### src/rtl/lane_pkg.sv
// ---------------------------------------------------------------------------
// lane_pkg
// Shared constants and types for the lane window controller and its helpers.
//   LANE_W     bits per lane
//   NUM_LANES  lanes per window
//   MAX_POP    largest number of lanes the shifter may remove per cycle
//   WIN_W      total window width (must match the shifter data width)
// ---------------------------------------------------------------------------
package lane_pkg;

    localparam int LANE_W    = 5;
    localparam int NUM_LANES = 10;
    localparam int MAX_POP   = 4;
    localparam int WIN_W     = LANE_W * NUM_LANES;

    typedef logic [LANE_W-1:0] lane_t;
    typedef logic [WIN_W-1:0]  window_t;
    typedef logic [3:0]        lane_cnt_t;

    typedef enum logic [1:0] {
        EMPTY = 2'd0,
        HOLD  = 2'd1,
        ERR   = 2'd2
    } win_state_t;

endpackage

### src/rtl/lane_window_ctrl_count_check.sv
// ---------------------------------------------------------------------------
// lane_count_check
// Combinational legality of requested load/pop lane counts.
// Ports:
//   i_load_count  lanes offered by a window load
//   i_pop_count   lanes requested by a pop
//   i_occ         lanes currently valid in the window
//   o_load_legal  load count is 1..NUM_LANES
//   o_pop_legal   pop count is 1..MAX_POP and does not exceed i_occ
// ---------------------------------------------------------------------------
module lane_count_check
    import lane_pkg::*;
#(
    parameter int NUM_LANES_P = NUM_LANES,
    parameter int MAX_POP_P   = MAX_POP
) (
    input  lane_cnt_t  i_load_count,
    input  logic [2:0] i_pop_count,
    input  lane_cnt_t  i_occ,
    output logic       o_load_legal,
    output logic       o_pop_legal
);

    always_comb begin
        o_load_legal = (i_load_count != 4'd0) &&
                       (i_load_count <= lane_cnt_t'(NUM_LANES_P));
        // Bounding by occupancy is what makes the 4-bit occ subtraction safe.
        o_pop_legal  = (i_pop_count != 3'd0) &&
                       ({1'b0, i_pop_count} <= lane_cnt_t'(MAX_POP_P)) &&
                       ({1'b0, i_pop_count} <= i_occ);
    end

endmodule

### src/rtl/lane_window_ctrl.sv
// ---------------------------------------------------------------------------
// lane_window_ctrl
// Upstream controller for the 10-lane x 5-bit right lane-shifter. Holds a
// lane window and its occupancy, accepts whole-window loads while empty and
// serves pops of 1..MAX_POP lanes by driving the external shifter and
// registering its result. Illegal shifts are never forwarded; protocol and
// shifter faults latch err_sticky until reset.
// Ports:
//   clk, rst                 clock, synchronous active-high reset
//   load_valid/ready/data/count   window load handshake
//   pop_valid/count/ready/data    consumer pop handshake, pop_data = lanes 0..3
//   fill_sym                 pad symbol for vacated top lanes
//   sh_in/sh_shift/sh_fill   drive to shifter
//   sh_out/sh_out_valid      shifter result
//   occupancy                valid lanes in window
//   err_sticky               latched fault flag
// ---------------------------------------------------------------------------
module lane_window_ctrl
    import lane_pkg::*;
#(
    parameter int LANE_W_P    = LANE_W,
    parameter int NUM_LANES_P = NUM_LANES,
    parameter int MAX_POP_P   = MAX_POP
) (
    input  logic                            clk,
    input  logic                            rst,
    input  logic                            load_valid,
    output logic                            load_ready,
    input  logic [LANE_W_P*NUM_LANES_P-1:0] load_data,
    input  logic [3:0]                      load_count,
    input  logic                            pop_valid,
    input  logic [2:0]                      pop_count,
    output logic                            pop_ready,
    output logic [LANE_W_P*MAX_POP_P-1:0]   pop_data,
    input  logic [LANE_W_P-1:0]             fill_sym,
    output logic [LANE_W_P*NUM_LANES_P-1:0] sh_in,
    output logic [2:0]                      sh_shift,
    output logic [LANE_W_P-1:0]             sh_fill,
    input  logic [LANE_W_P*NUM_LANES_P-1:0] sh_out,
    input  logic                            sh_out_valid,
    output logic [3:0]                      occupancy,
    output logic                            err_sticky
);

    win_state_t                      r_state;
    logic [LANE_W_P*NUM_LANES_P-1:0] r_win;
    lane_cnt_t                       r_occ;
    logic                            r_err;

    logic      w_load_legal;
    logic      w_pop_legal;
    logic      w_pop_fire;
    lane_cnt_t w_occ_next;

    lane_count_check #(
        .NUM_LANES_P (NUM_LANES_P),
        .MAX_POP_P   (MAX_POP_P)
    ) u_count_check (
        .i_load_count (load_count),
        .i_pop_count  (pop_count),
        .i_occ        (r_occ),
        .o_load_legal (w_load_legal),
        .o_pop_legal  (w_pop_legal)
    );

    // Handshakes are masked while rst is high so nothing fires during reset.
    assign load_ready = !rst && (r_state == EMPTY);
    assign pop_ready  = !rst && (r_state == HOLD) && w_pop_legal;
    assign w_pop_fire = pop_valid && pop_ready;
    assign w_occ_next = r_occ - {1'b0, pop_count};

    assign sh_in      = r_win;
    assign sh_fill    = fill_sym;
    assign sh_shift   = w_pop_fire ? pop_count : 3'd0;
    assign pop_data   = r_win[LANE_W_P*MAX_POP_P-1:0];
    assign occupancy  = r_occ;
    assign err_sticky = r_err;

    always_ff @(posedge clk) begin
        if (rst) begin
            r_state <= EMPTY;
            r_win   <= '0;
            r_occ   <= '0;
            r_err   <= 1'b0;
        end else begin
            unique case (r_state)
                EMPTY: begin
                    // A pop request here simply waits; only loads act.
                    if (load_valid) begin
                        if (w_load_legal) begin
                            r_win   <= load_data;
                            r_occ   <= load_count;
                            r_state <= HOLD;
                        end else begin
                            r_err   <= 1'b1;
                            r_state <= ERR;
                        end
                    end
                end
                HOLD: begin
                    if (pop_valid) begin
                        if (w_pop_fire && sh_out_valid) begin
                            r_win   <= sh_out;
                            r_occ   <= w_occ_next;
                            r_state <= (w_occ_next == 4'd0) ? EMPTY : HOLD;
                        end else begin
                            // Illegal count or a shifter that failed to answer.
                            r_err   <= 1'b1;
                            r_state <= ERR;
                        end
                    end
                end
                ERR: begin
                    r_state <= ERR;
                end
                default: begin
                    r_err   <= 1'b1;
                    r_state <= ERR;
                end
            endcase
        end
    end

endmodule

### config.mk
export PLATFORM = sky130hd
export DESIGN_NAME = lane_window_ctrl
export DESIGN_NICKNAME = d
export VERILOG_FILES = /design/src/rtl/lane_pkg.sv /design/src/rtl/lane_window_ctrl_count_check.sv /design/src/rtl/lane_window_ctrl.sv
export SDC_FILE = /design/constraint.sdc
export NUM_CORES = 1
export LEC_CHECK = 0
export BUFFER_PORTS_ARGS = -buffer_cell sky130_fd_sc_hd__buf_2
export CAP_MARGIN = 25
export CELL_PAD_IN_SITES_DETAIL_PLACEMENT = 1
export CELL_PAD_IN_SITES_GLOBAL_PLACEMENT = 1
export CORE_ASPECT_RATIO = 2
export CORE_MARGIN = 4
export CORE_UTILIZATION = 28
export DETAILED_ROUTE_END_ITERATION = 16
export PLACE_DENSITY_LB_ADDON = 0.1
export SYNTH_ARGS = -nofsm -noshare
export SYNTH_HDL_FRONTEND = slang
export SYNTH_SLANG_ARGS = --single-unit
### constraint.sdc
create_clock -name clk -period 2.7 [get_ports clk]
set_input_delay 0.54 -clock clk [delete_from_list [all_inputs] [get_ports clk]]
set_output_delay 0.54 -clock clk [all_outputs]
set_load 0.05 [all_outputs]
==> flow_metrics.py <==
metrics = {
    "power": {
        "power_mw": 4.16,
        "cellLeakagePower_nw": 2.09,
        "vdd_drop_max_mv": 0.395,
        "power_density_nw_per_um2": 961,
    },
    "layout": {
        "fin_nets": 665,
        "postLayoutCellArea_um2": 4330,
        "diodes": 0,
        "drive_above_1_share": 0.439,
        "multi_input_comb_area_um2": 1540,
        "syn2layout_area_growth_pct": 44.6,
        "layout.area.seq_um2": 1150,
        "num-fill-cells": 1349,
    },
    "synth": {
        "synth_nets": 506,
        "synth.cell_area_um2": 3000,
        "yosysTopAreaCellShare": 0.381,
        "synth_flop_cell": "dfxtp_1",
        "yosysUniqueCellTypes": 33,
        "async_flop_share": 0,
        "synth_enable_flop_cells": 0,
        "yosysTopAreaCell": "dfxtp_1",
        "syn_inst": 385,
        "synth.yosys.warnings": 0,
        "synth_area_per_cell_um2": 7.78,
        "yosys-top-cells-count": "104 x nand2_1, 57 x a21oi_1, 57 x dfxtp_1",
        "synth-seq-cells": 57,
        "yosysSeqAreaShare": 0.381,
        "synth_most_common_cell": "nand2_1",
        "yosys-top-cells-area": "dfxtp_1 38%, a311oi_1 15%, nand2_1 13%",
    },
    "clock_network": {
        "cts_tree": "built",
        "cts.path.max_buffers": 2,
        "cts_sinks": 57,
        "htreeDepth": 3,
        "root_buffer": "clkbuf_16",
        "postCtsHoldBufs": 0,
        "cts_buffers": 9,
        "clk_pin_slew_ns": 0.05,
        "clkLatencyLatePin_ns": 0.33,
    },
    "place": {
        "pre_cts_ws_ns": -0.188,
        "port_buffers": 191,
        "gp_congestion": 0.782,
        "placed_area_um2": 3980,
        "post-dp-hpwl_mm": 8.78,
    },
    "route": {
        "drtIter0Drc": 101,
        "wl_mm": 12.3,
        "met2_length_mm": 6.86,
        "avgRoutedWirePerCell_um": 17.9,
        "first_pass_iters": 4,
        "highest_layer": "met4",
        "wl_met1_mm": 4.47,
        "via_per_inst": 5.09,
        "final_antenna_net_count": 0,
        "wl_met3_um": 741,
        "remaining_drc_errors": 0,
        "num_vias": 3495,
    },
    "global_route": {
        "grt_pass1_wl_mm": 19.3,
        "track_usage": 0.200,
        "gr-total-overflow": 0,
        "grt_pass1_vias": 3818,
        "grt_max_degree": 59,
        "antenna_found_initial": 0,
    },
    "critical_path": {
        "crit_slowest_cell": "dfxtp_4",
        "critPathMaxStageDelay_ns": 0.34,
        "path_max_fanout": 4,
        "crit_buf_inv": 2,
        "worstPathArrival_ns": 2.22,
        "cp_cell_sequence": "inv_2, ha_4, fa_2, a21bo_1, a211o_1, nand2_2, nor3_4, and3_4, buf_8",
        "crit_required_ns": 2.16,
        "critical_path.top_delay_family": "simple AND/OR/NAND/NOR gates",
        "path_depth": 9,
        "worst-setup-path-type": "reg -> out",
        "crit_path_end_kind": "output port",
        "cp-start-kind": "flop",
        "r2r_cells": 12,
    },
    "timing": {
        "tns_ns": -0.168,
        "fmax_mhz": 363,
        "fin_ws_ns": -0.0556,
        "slew_headroom": 0.561,
        "worst_slew_pin_slew_ns": 0.658,
        "slew_viol_final": 0,
        "rsz0062_at_grt": "yes",
        "setup_viol": 4,
        "hold_slack_ns": 0.439,
        "clock_skew_ns": 0.00554,
        "timing.final.crit_share": 1.02,
        "final_hold_viol_count": 0,
        "period_minus_slack_ns": 2.76,
    },
    "floorplanning": {
        "die_x_um": 81.1,
        "die_h_um": 154,
        "core.rowCount": 53,
        "start_util": 0.286,
        "boundaryPins": 202,
        "floorplan.core_area_um2": 10500,
        "die_area_um2": 12500,
    },
    "status": {
        "status": "finished, violations left",
        "violations": "negative setup slack",
    },
    "run": {
        "max-cap-violations": 0,
    },
    "worst_hold_path": {
        "min_path_type": "reg -> reg",
        "whs_path_depth": 2,
    },
}
flip-flops by register name, summed over array words and instances, names as in the netlist:
name        flops
r_state         2
sh_in          50
err_sticky      1
occupancy       4
what timing repair did:
action | 4_1_cts | 5_1_grt
setup buffers | 3 | 2
gates resized for setup | 9 | 0
pin swaps | 6 | 5
setup endpoints to repair | 4 | 4
power breakdown:
part	internal (mW)	switching, mW
clock network	0.671	0.412
logic	0.556	1.40
registers	1.01	0.110
total	2.24	1.92
logic make-up (layout without fill, tap and decap cells):
family                   count (synthesis)  in the layout  share of synthesized area
flip-flops                              57             57                      0.381
AND/OR/NAND/NOR                        129            129                      0.175
AO/OA/AOI/OAI                          124            124                      0.287
adder cells (fa/ha/maj)                  4              4                     0.0192
buffers and inverters                   68            232                      0.129
XOR/XNOR                                 3              3                    0.00877
tightest hold or removal path, stage by stage, from the launching register on:
cell and delay [ns]:
dfxtp_1 0.30, inv_1 0.04, a21oi_1 0.05
stage by stage:
| stage | util | std cells |
|---|---|---|
| after floorplan | - | 385 |
| after global placement | 0.380 | 665 |
| after detailed placement | 0.380 | 665 |
| after CTS | 0.412 | 684 |
| after global routing | 0.413 | 686 |
| final | 0.413 | 686 |
per-layer routing:
metal,GRT usage,up-vias
met4,0.0653,0
li1,-,1676
met5,0,-
met1,0.197,1683
met3,0.0524,11
met2,0.385,125
layout make-up:
cell class                      count  share of cell area
Clock buffer                       11              0.0587
Tap cell                          137              0.0396
Clock inverter                      5             0.00665
Timing Repair Buffer              211               0.271
Sequential cell                    57               0.265
Multi-Input combinational cell    260               0.355
Inverter                            5             0.00433
worst paths after layout:
check,startpoint,slack [ns],to
worst min-delay path,err_sticky$_SDFFE_PP0P_,0.44,err_sticky$_SDFFE_PP0P_
worst min register to register,err_sticky$_SDFFE_PP0P_,0.44,err_sticky$_SDFFE_PP0P_
worst max register to register,occupancy[0]$_SDFFE_PP0P_,0.17,sh_in[1]$_SDFFE_PP0P_
worst max-delay path,occupancy[0]$_SDFFE_PP0P_,-0.06,sh_shift[1]
placed cells by master, fill, tap and decap left out, types with 4 or more instances in the layout:
cell       instances
inv_1              4
nor2_1             9
buf_2            188
clkbuf_16         10
clkinv_2           4
nand2_1          103
buf_4             17
a21oi_1           57
a311oi_1          52
dfxtp_1           55
(Power assumes the default switching activity.)
